[config.mk]
export PLATFORM = sky130hd
export DESIGN_NAME = fp_mult_issue_flat
export DESIGN_NICKNAME = d
export VERILOG_FILES = /design/src/rtl/fp_mult_issue_if.sv /design/src/rtl/fp_mult_issue.sv /design/src/flat_wrapper.sv
export SDC_FILE = /design/constraint.sdc
export NUM_CORES = 1
export LEC_CHECK = 0
export ABC_CLOCK_PERIOD_IN_PS = 5020
export BUFFER_PORTS_ARGS = -buffer_cell sky130_fd_sc_hd__buf_4
export CORE_MARGIN = 10
export CORE_UTILIZATION = 55
export DETAILED_ROUTE_END_ITERATION = 6
export PLACE_DENSITY = 0.76
export SLEW_MARGIN = 10
export SYNTH_ARGS = -nofsm -noshare
export SYNTH_HDL_FRONTEND = slang
export SYNTH_SLANG_ARGS = --single-unit
export TNS_END_PERCENT = 1
[constraint.sdc]
create_clock -name clk -period 5.02 [get_ports clk]
set_input_delay 0 -clock clk [delete_from_list [all_inputs] [get_ports clk]]
set_output_delay 0 -clock clk [all_outputs]
set_load 0.03 [all_outputs]
[src/rtl/fp_mult_issue_if.sv]
// -----------------------------------------------------------------------------
// fp_mult_issue_if
// Bundles the operand FIFO handshake and the multiplier-side signals of
// fp_mult_issue.
//   master : the operand source. Drives in_valid/in_a/in_b and observes the rest.
//   slave  : the issue block. Accepts operands and drives the multiplier
//            controls, the flags, busy and level.
// Signals:
//   in_valid, in_ready  operand-pair handshake
//   in_a, in_b          IEEE-754 single-precision operands
//   mul_a, mul_b        operands held for the multiplier
//   mul_load, mul_done  multiplier load pulse and completion strobe
//   out_zero            flag for the pair in flight
//   out_special         flag for the pair in flight
//   busy                issue FSM is not idle
//   level               FIFO occupancy, $clog2(DEPTH)+1 bits
// -----------------------------------------------------------------------------
interface fp_mult_issue_if #(
    parameter int DEPTH = 4
);
    localparam int LVL_W = $clog2(DEPTH) + 1;

    logic             in_valid;
    logic             in_ready;
    logic [31:0]      in_a;
    logic [31:0]      in_b;
    logic [31:0]      mul_a;
    logic [31:0]      mul_b;
    logic             mul_load;
    logic             mul_done;
    logic             out_zero;
    logic             out_special;
    logic             busy;
    logic [LVL_W-1:0] level;

    modport master (
        output in_valid, in_a, in_b,
        input  in_ready, mul_a, mul_b, mul_load, mul_done,
        input  out_zero, out_special, busy, level
    );

    modport slave (
        input  in_valid, in_a, in_b,
        output in_ready, mul_a, mul_b, mul_load, mul_done,
        output out_zero, out_special, busy, level
    );
endinterface

[src/rtl/fp_mult_issue.sv]
// -----------------------------------------------------------------------------
// fp_mult_issue
// Operand FIFO plus issue sequencer for an iterative (Booth) FP multiplier.
// Operand pairs are queued in a DEPTH-entry FIFO. The head is popped into
// mul_a/mul_b. The sequencer then pulses mul_load, waits ITER cycles, and
// strobes mul_done. Zero and special (exponent all-ones) operands are flagged
// when the pair is popped.
//
// Ports:
//   clk  rising-edge clock
//   rst  synchronous, active-high reset. It aborts the pair in flight and
//        discards the FIFO contents.
//   bus  fp_mult_issue_if.slave (handshake, multiplier controls, flags, level)
//
// Parameters:
//   DEPTH  FIFO entries (power of 2, 2..16)
//   ITER   Booth iteration cycles per product
//
// Optional feature (macro FP_ISSUE_BYPASS_EN):
//   When this macro is defined, a popped pair with a zero or special operand
//   skips LOAD/RUN. It goes straight to DONE, so mul_done is high in the cycle
//   after the pop. When the macro is undefined, every pair takes the full path.
// -----------------------------------------------------------------------------
module fp_mult_issue #(
    parameter int DEPTH = 4,
    parameter int ITER  = 24
) (
    input  logic          clk,
    input  logic          rst,
    fp_mult_issue_if.slave bus
);
    localparam int PTR_W = $clog2(DEPTH);
    localparam int LVL_W = PTR_W + 1;
    localparam int CNT_W = (ITER > 1) ? $clog2(ITER) : 1;
    localparam logic [CNT_W-1:0] CNT_LAST = CNT_W'(ITER - 1);
    localparam logic [LVL_W-1:0] LVL_FULL = LVL_W'(DEPTH);

    typedef enum logic [1:0] {IDLE, LOAD, RUN, DONE} state_t;

    state_t           state, state_nx;
    logic [31:0]      fifo_a [DEPTH];
    logic [31:0]      fifo_b [DEPTH];
    logic [PTR_W-1:0] wr_ptr, rd_ptr;
    logic [LVL_W-1:0] level;
    logic [CNT_W-1:0] cnt;
    logic [31:0]      mul_a_r, mul_b_r;
    logic             zero_r, special_r;

    logic             full, push, pop, bypass;
    logic [31:0]      head_a, head_b;
    logic             head_zero, head_special;

    assign full   = (level == LVL_FULL);
    assign push   = bus.in_valid && bus.in_ready;
    assign head_a = fifo_a[rd_ptr];
    assign head_b = fifo_b[rd_ptr];

    // The sign bit is ignored, so that -0 counts as zero.
    assign head_zero    = (head_a[30:0] == 31'd0) || (head_b[30:0] == 31'd0);
    assign head_special = (head_a[30:23] == 8'hFF) || (head_b[30:23] == 8'hFF);

`ifdef FP_ISSUE_BYPASS_EN
    assign bypass = head_zero || head_special;
`else
    assign bypass = 1'b0;
`endif

    // FIFO storage. It is not reset, because level and the pointers mark what is valid.
    always_ff @(posedge clk) begin
        if (push) begin
            fifo_a[wr_ptr] <= bus.in_a;
            fifo_b[wr_ptr] <= bus.in_b;
        end
    end

    // FIFO pointers and occupancy. The pointers wrap naturally because DEPTH is a power of 2.
    always_ff @(posedge clk) begin
        if (rst) begin
            wr_ptr <= '0;
            rd_ptr <= '0;
            level  <= '0;
        end else begin
            if (push) wr_ptr <= wr_ptr + PTR_W'(1);
            if (pop)  rd_ptr <= rd_ptr + PTR_W'(1);
            level <= level + LVL_W'(push) - LVL_W'(pop);
        end
    end

    // Operands and flags are captured at pop. They stay held until the next pop.
    always_ff @(posedge clk) begin
        if (rst) begin
            mul_a_r   <= '0;
            mul_b_r   <= '0;
            zero_r    <= 1'b0;
            special_r <= 1'b0;
        end else if (pop) begin
            mul_a_r   <= head_a;
            mul_b_r   <= head_b;
            zero_r    <= head_zero;
            special_r <= head_special;
        end
    end

    // Iteration counter: cleared in LOAD, counts 0..ITER-1 in RUN.
    always_ff @(posedge clk) begin
        if (rst)                cnt <= '0;
        else if (state == LOAD) cnt <= '0;
        else if (state == RUN)  cnt <= cnt + CNT_W'(1);
    end

    always_ff @(posedge clk) begin
        if (rst) state <= IDLE;
        else     state <= state_nx;
    end

    // Pops happen only from IDLE or DONE. level is registered, so a pair
    // pushed into an empty FIFO is popped on the following cycle.
    always_comb begin
        state_nx = state;
        pop      = 1'b0;
        unique case (state)
            IDLE: begin
                if (level != '0 && !rst) begin
                    pop      = 1'b1;
                    state_nx = bypass ? DONE : LOAD;
                end
            end
            LOAD: state_nx = RUN;
            RUN: begin
                if (cnt == CNT_LAST) state_nx = DONE;
            end
            DONE: begin
                if (level != '0 && !rst) begin
                    pop      = 1'b1;
                    state_nx = bypass ? DONE : LOAD;
                end else begin
                    state_nx = IDLE;
                end
            end
            default: state_nx = IDLE;
        endcase
    end

    // Control outputs are gated by rst, so they read inactive for the whole
    // reset cycle, not only after the reset edge.
    assign bus.in_ready    = !full && !rst;
    assign bus.mul_load    = (state == LOAD) && !rst;
    assign bus.mul_done    = (state == DONE) && !rst;
    assign bus.busy        = (state != IDLE) && !rst;
    assign bus.level       = level;
    assign bus.mul_a       = mul_a_r;
    assign bus.mul_b       = mul_b_r;
    assign bus.out_zero    = zero_r;
    assign bus.out_special = special_r;
endmodule
[src/flat_wrapper.sv]
// flat-port wrapper written by rule: the top's interface ports become plain ports
module fp_mult_issue_flat 
#(
    parameter int DEPTH = 4,
    parameter int ITER  = 24
)
  (clk, rst, bus_in_valid, bus_in_a, bus_in_b, bus_in_ready, bus_mul_a, bus_mul_b, bus_mul_load, bus_mul_done, bus_out_zero, bus_out_special, bus_busy, bus_level);
  fp_mult_issue_if #(.DEPTH(DEPTH)) bus_i ();
  input  logic clk;
  input  logic rst;
  input wire logic [$bits(bus_i.in_valid)-1:0] bus_in_valid;
  input wire logic [$bits(bus_i.in_a)-1:0] bus_in_a;
  input wire logic [$bits(bus_i.in_b)-1:0] bus_in_b;
  output wire logic [$bits(bus_i.in_ready)-1:0] bus_in_ready;
  output wire logic [$bits(bus_i.mul_a)-1:0] bus_mul_a;
  output wire logic [$bits(bus_i.mul_b)-1:0] bus_mul_b;
  output wire logic [$bits(bus_i.mul_load)-1:0] bus_mul_load;
  output wire logic [$bits(bus_i.mul_done)-1:0] bus_mul_done;
  output wire logic [$bits(bus_i.out_zero)-1:0] bus_out_zero;
  output wire logic [$bits(bus_i.out_special)-1:0] bus_out_special;
  output wire logic [$bits(bus_i.busy)-1:0] bus_busy;
  output wire logic [$bits(bus_i.level)-1:0] bus_level;
  assign bus_i.in_valid = bus_in_valid;
  assign bus_i.in_a = bus_in_a;
  assign bus_i.in_b = bus_in_b;
  assign bus_in_ready = bus_i.in_ready;
  assign bus_mul_a = bus_i.mul_a;
  assign bus_mul_b = bus_i.mul_b;
  assign bus_mul_load = bus_i.mul_load;
  assign bus_mul_done = bus_i.mul_done;
  assign bus_out_zero = bus_i.out_zero;
  assign bus_out_special = bus_i.out_special;
  assign bus_busy = bus_i.busy;
  assign bus_level = bus_i.level;
  fp_mult_issue #(.DEPTH(DEPTH), .ITER(ITER)) u_core (.clk(clk), .rst(rst), .bus(bus_i));
endmodule
==> results.md <==
* Clock root buffer: clkbuf_16
* Inserted Clock Buffers at 34
* Skew-Pair Late Insertion Delay at 510 ps
* Number of remaining DRC errors at 0
* CP Class: flip-flop to flip-flop
* Synth-to-Final Area Change at 24.8%
* Headroom to the max-slew limit at 34.1%
* Final WL at 28100 um
* Worst VDD drop at 366 uV
* Hold crit path type: primary input to flip-flop
* Layout cells sized above 1 at 28.0%
* Core Box Area at 22500 sq um
* Largest net degree at the start of global routing at 89
* CTS H-tree depth at 2
* Fmax at 342 MHz
* Worst Setup End Kind: flip-flop
* Mapped Avg Cell Area at 16.9 sq um
* CP arrival at 3330 ps
* Cell Area, Synth at 12500 sq um
* Antenna Nets Post-Route at 0
* Grt ovf at 0
* Unrepaired setup endpoints after global routing: no
* Gate Count Post-Synth at 739
* Die width at 171 um
* Wire per inst at 22.3 um
* Vias in the first global route at 7582
* Synthesized flop and latch total at 338
* Tcrit/Tclk final at 58.3%
* Clock Sinks at 338
* Final TNS setup at 0 ps
* Cts repair resizes at 0
* Skew final at 12.1 ps
* IO Count at 140
* Status: completed
* Final hold violations at 0
* First-pass GRT wire length at 43800 um
* Startpoint types: flip-flop
* CP required at 5430 ps
* Row count at 55
* Clock Pin Slew Worst Setup and Hold Paths at 60 ps
* Drt first-iter violations at 668
* Die Y at 171 um
* DR pass1 iterations at 5
* Critical Path Fanout Max at 69
* Pwr per Cell Area at 524 nW/um^2
* GRT Overall Usage at 19.5%
* Worst setup margin at 2100 ps
* Tmin final at 2920 ps
* HPWL Detailed at 17800 um
* CTS tree: yes
* Die ar. at 29100 sq um
* Initial antenna violation count at 2
* Post-synthesis sequential area ratio at 74.8%
* Via count at 7174
* Leak Pwr at 5.37 nW
* # port buffers at 139
* Dpl ws at 2100 ps
* Final net count at 1027
* Routability cong. at 0.765
* Final setup fails at 0
* Max-slew violation count at 0
* Synth warnings at 0
* Max cap viols at 0
* Initial core utilization at 55.4%
* Netlist cell types at 37
* Mapped Nets at 818
* Avg Vias per Cell at 5.70
* Clock buffer depth at 3
* Slew @ Worst Pin at 989 ps
==> state kept, by name, summed over array words and instances (netlist names), named ones only <==
name	count
u_core.bus.mul_a	32
u_core.rd_ptr	2
u_core.fifo_b	128
u_core.cnt	5
u_core.fifo_a	128
u_core.bus.out_zero	1
u_core.state	2
u_core.bus.level	3
u_core.wr_ptr	2
u_core.bus.mul_b	32
u_core.bus.out_special	1
==> routing by layer <==
layer | global-route usage [%] | part of all wire, %
met4 | 5.68 | 2.0
met3 | 5.00 | 8.7
met5 | 0 | 0.046
met1 | 25.9 | 41
met2 | 31.2 | 48
==> cell usage after synthesis (all sizes together) <==
master	n	area (sq um)
dfxtp	82	1640
a2bb2oi	1	8.76
nand2	134	503
o21ai	3	18.8
edfxtp	256	7690
a21oi	66	330
ha	11	138
mux4	64	1440
nand4b	1	8.76
o22a	2	17.5
inv	9	33.8
nand3b	2	15.0
a21boi	1	7.51
fa	1	20.0
nand3	2	10.0
xor2	4	35.0
nor2b	4	25.0
and3	4	25.0
xnor2	5	43.8
a31oi	1	6.26
nor4	14	87.6
a21o	1	7.51
buf	18	114
and2	1	6.26
mux2i	1	10.0
nor2	8	30.0
nor3	8	40.0
or3	1	6.26
o31ai	1	7.51
clkbuf	23	86.3
nand4	10	62.6
==> repair_timing <==
action | 4_1_cts | 5_1_grt
hold endpoints to repair | 257 | 0
setup buffers | 0 | 0
hold buffers | 65 | 0
==> worst max-delay path, stage by stage, from the launching register on <==
cell and delay, ps:
dfxtp_1 390, inv_1 100, ha_1 310, or3_2 470
buf_4 360, inv_2 130, buf_4 560, nand2_1 140
xor2_1 160, nor2_1 150
==> cell families after synthesis <==
group | after synthesis | share of synthesized area (%)
simple gates | 189 | 6.57
mux | 65 | 11.6
flops | 338 | 74.8
fa+ha+maj | 12 | 1.26
buf+inv | 50 | 1.88
xor+xnor | 9 | 0.632
compound gates | 76 | 3.24
==> where the power goes <==
group | total (mW) | internal, mW | switching, mW
logic | 2.04 | 0.839 | 1.20
clock network | 2.58 | 1.58 | 1.01
registers | 3.54 | 3.30 | 0.245
==> placed cells by master (no fill, tap or decap), types with 2 or more instances in the layout <==
master,instances
clkinv_2,3
nand3_1,2
clkbuf_8,5
nor3_1,8
mux4_2,64
nand4_1,10
nor4_1,14
clkbuf_16,37
dlygate4sd3_1,65
buf_4,149
nand2_1,134
edfxtp_1,256
a21oi_1,66
o22a_1,2
ha_1,11
bufinv_16,3
and3_2,4
nor2_1,8
xnor2_1,5
nor2b_1,4
clkbuf_1,10
nand3b_1,2
inv_1,8
xor2_1,4
dfxtp_1,80
==> final cells by class <==
type                    count  area [sq um]
inverters                   9          33.8
fillers                  1469          6930
repair buffers            214          1770
well taps                 285           357
diodes                      1          2.50
clock buffers              52          1030
flip-flops and latches    338          9330
multi-input cells         351          2920
clock inverters             9           124
==> per-stage QoR <==
step                      utilization (%)  hold WS, ps  std cells  power, mW  cell area (sq um)
after CTS                            69.2         92.5       1258       8.21              15600
after detailed placement             61.2          203       1132       5.59              13800
after global routing                 69.2          144       1259       8.50              15600
after floorplan                         -         98.9        739       4.94              12500
final                                69.2         95.1       1259       8.17              15600
after global placement               61.2          202       1132       5.55              13800
==> final timing paths <==
check | start | endpoint | slack, ps | cells past startpoint
setup / recovery | u_core.state[0] | flip-flop | 2100 | 9
hold / removal | rst | u_core.bus.level[2] | 100 | 2
setup reg to reg | u_core.state[0] | flip-flop | 2100 | 9
hold reg to reg | u_core.bus.mul_b[21] | u_core.bus.mul_b[21] | 450 | 2
(Power assumes the default switching activity.)
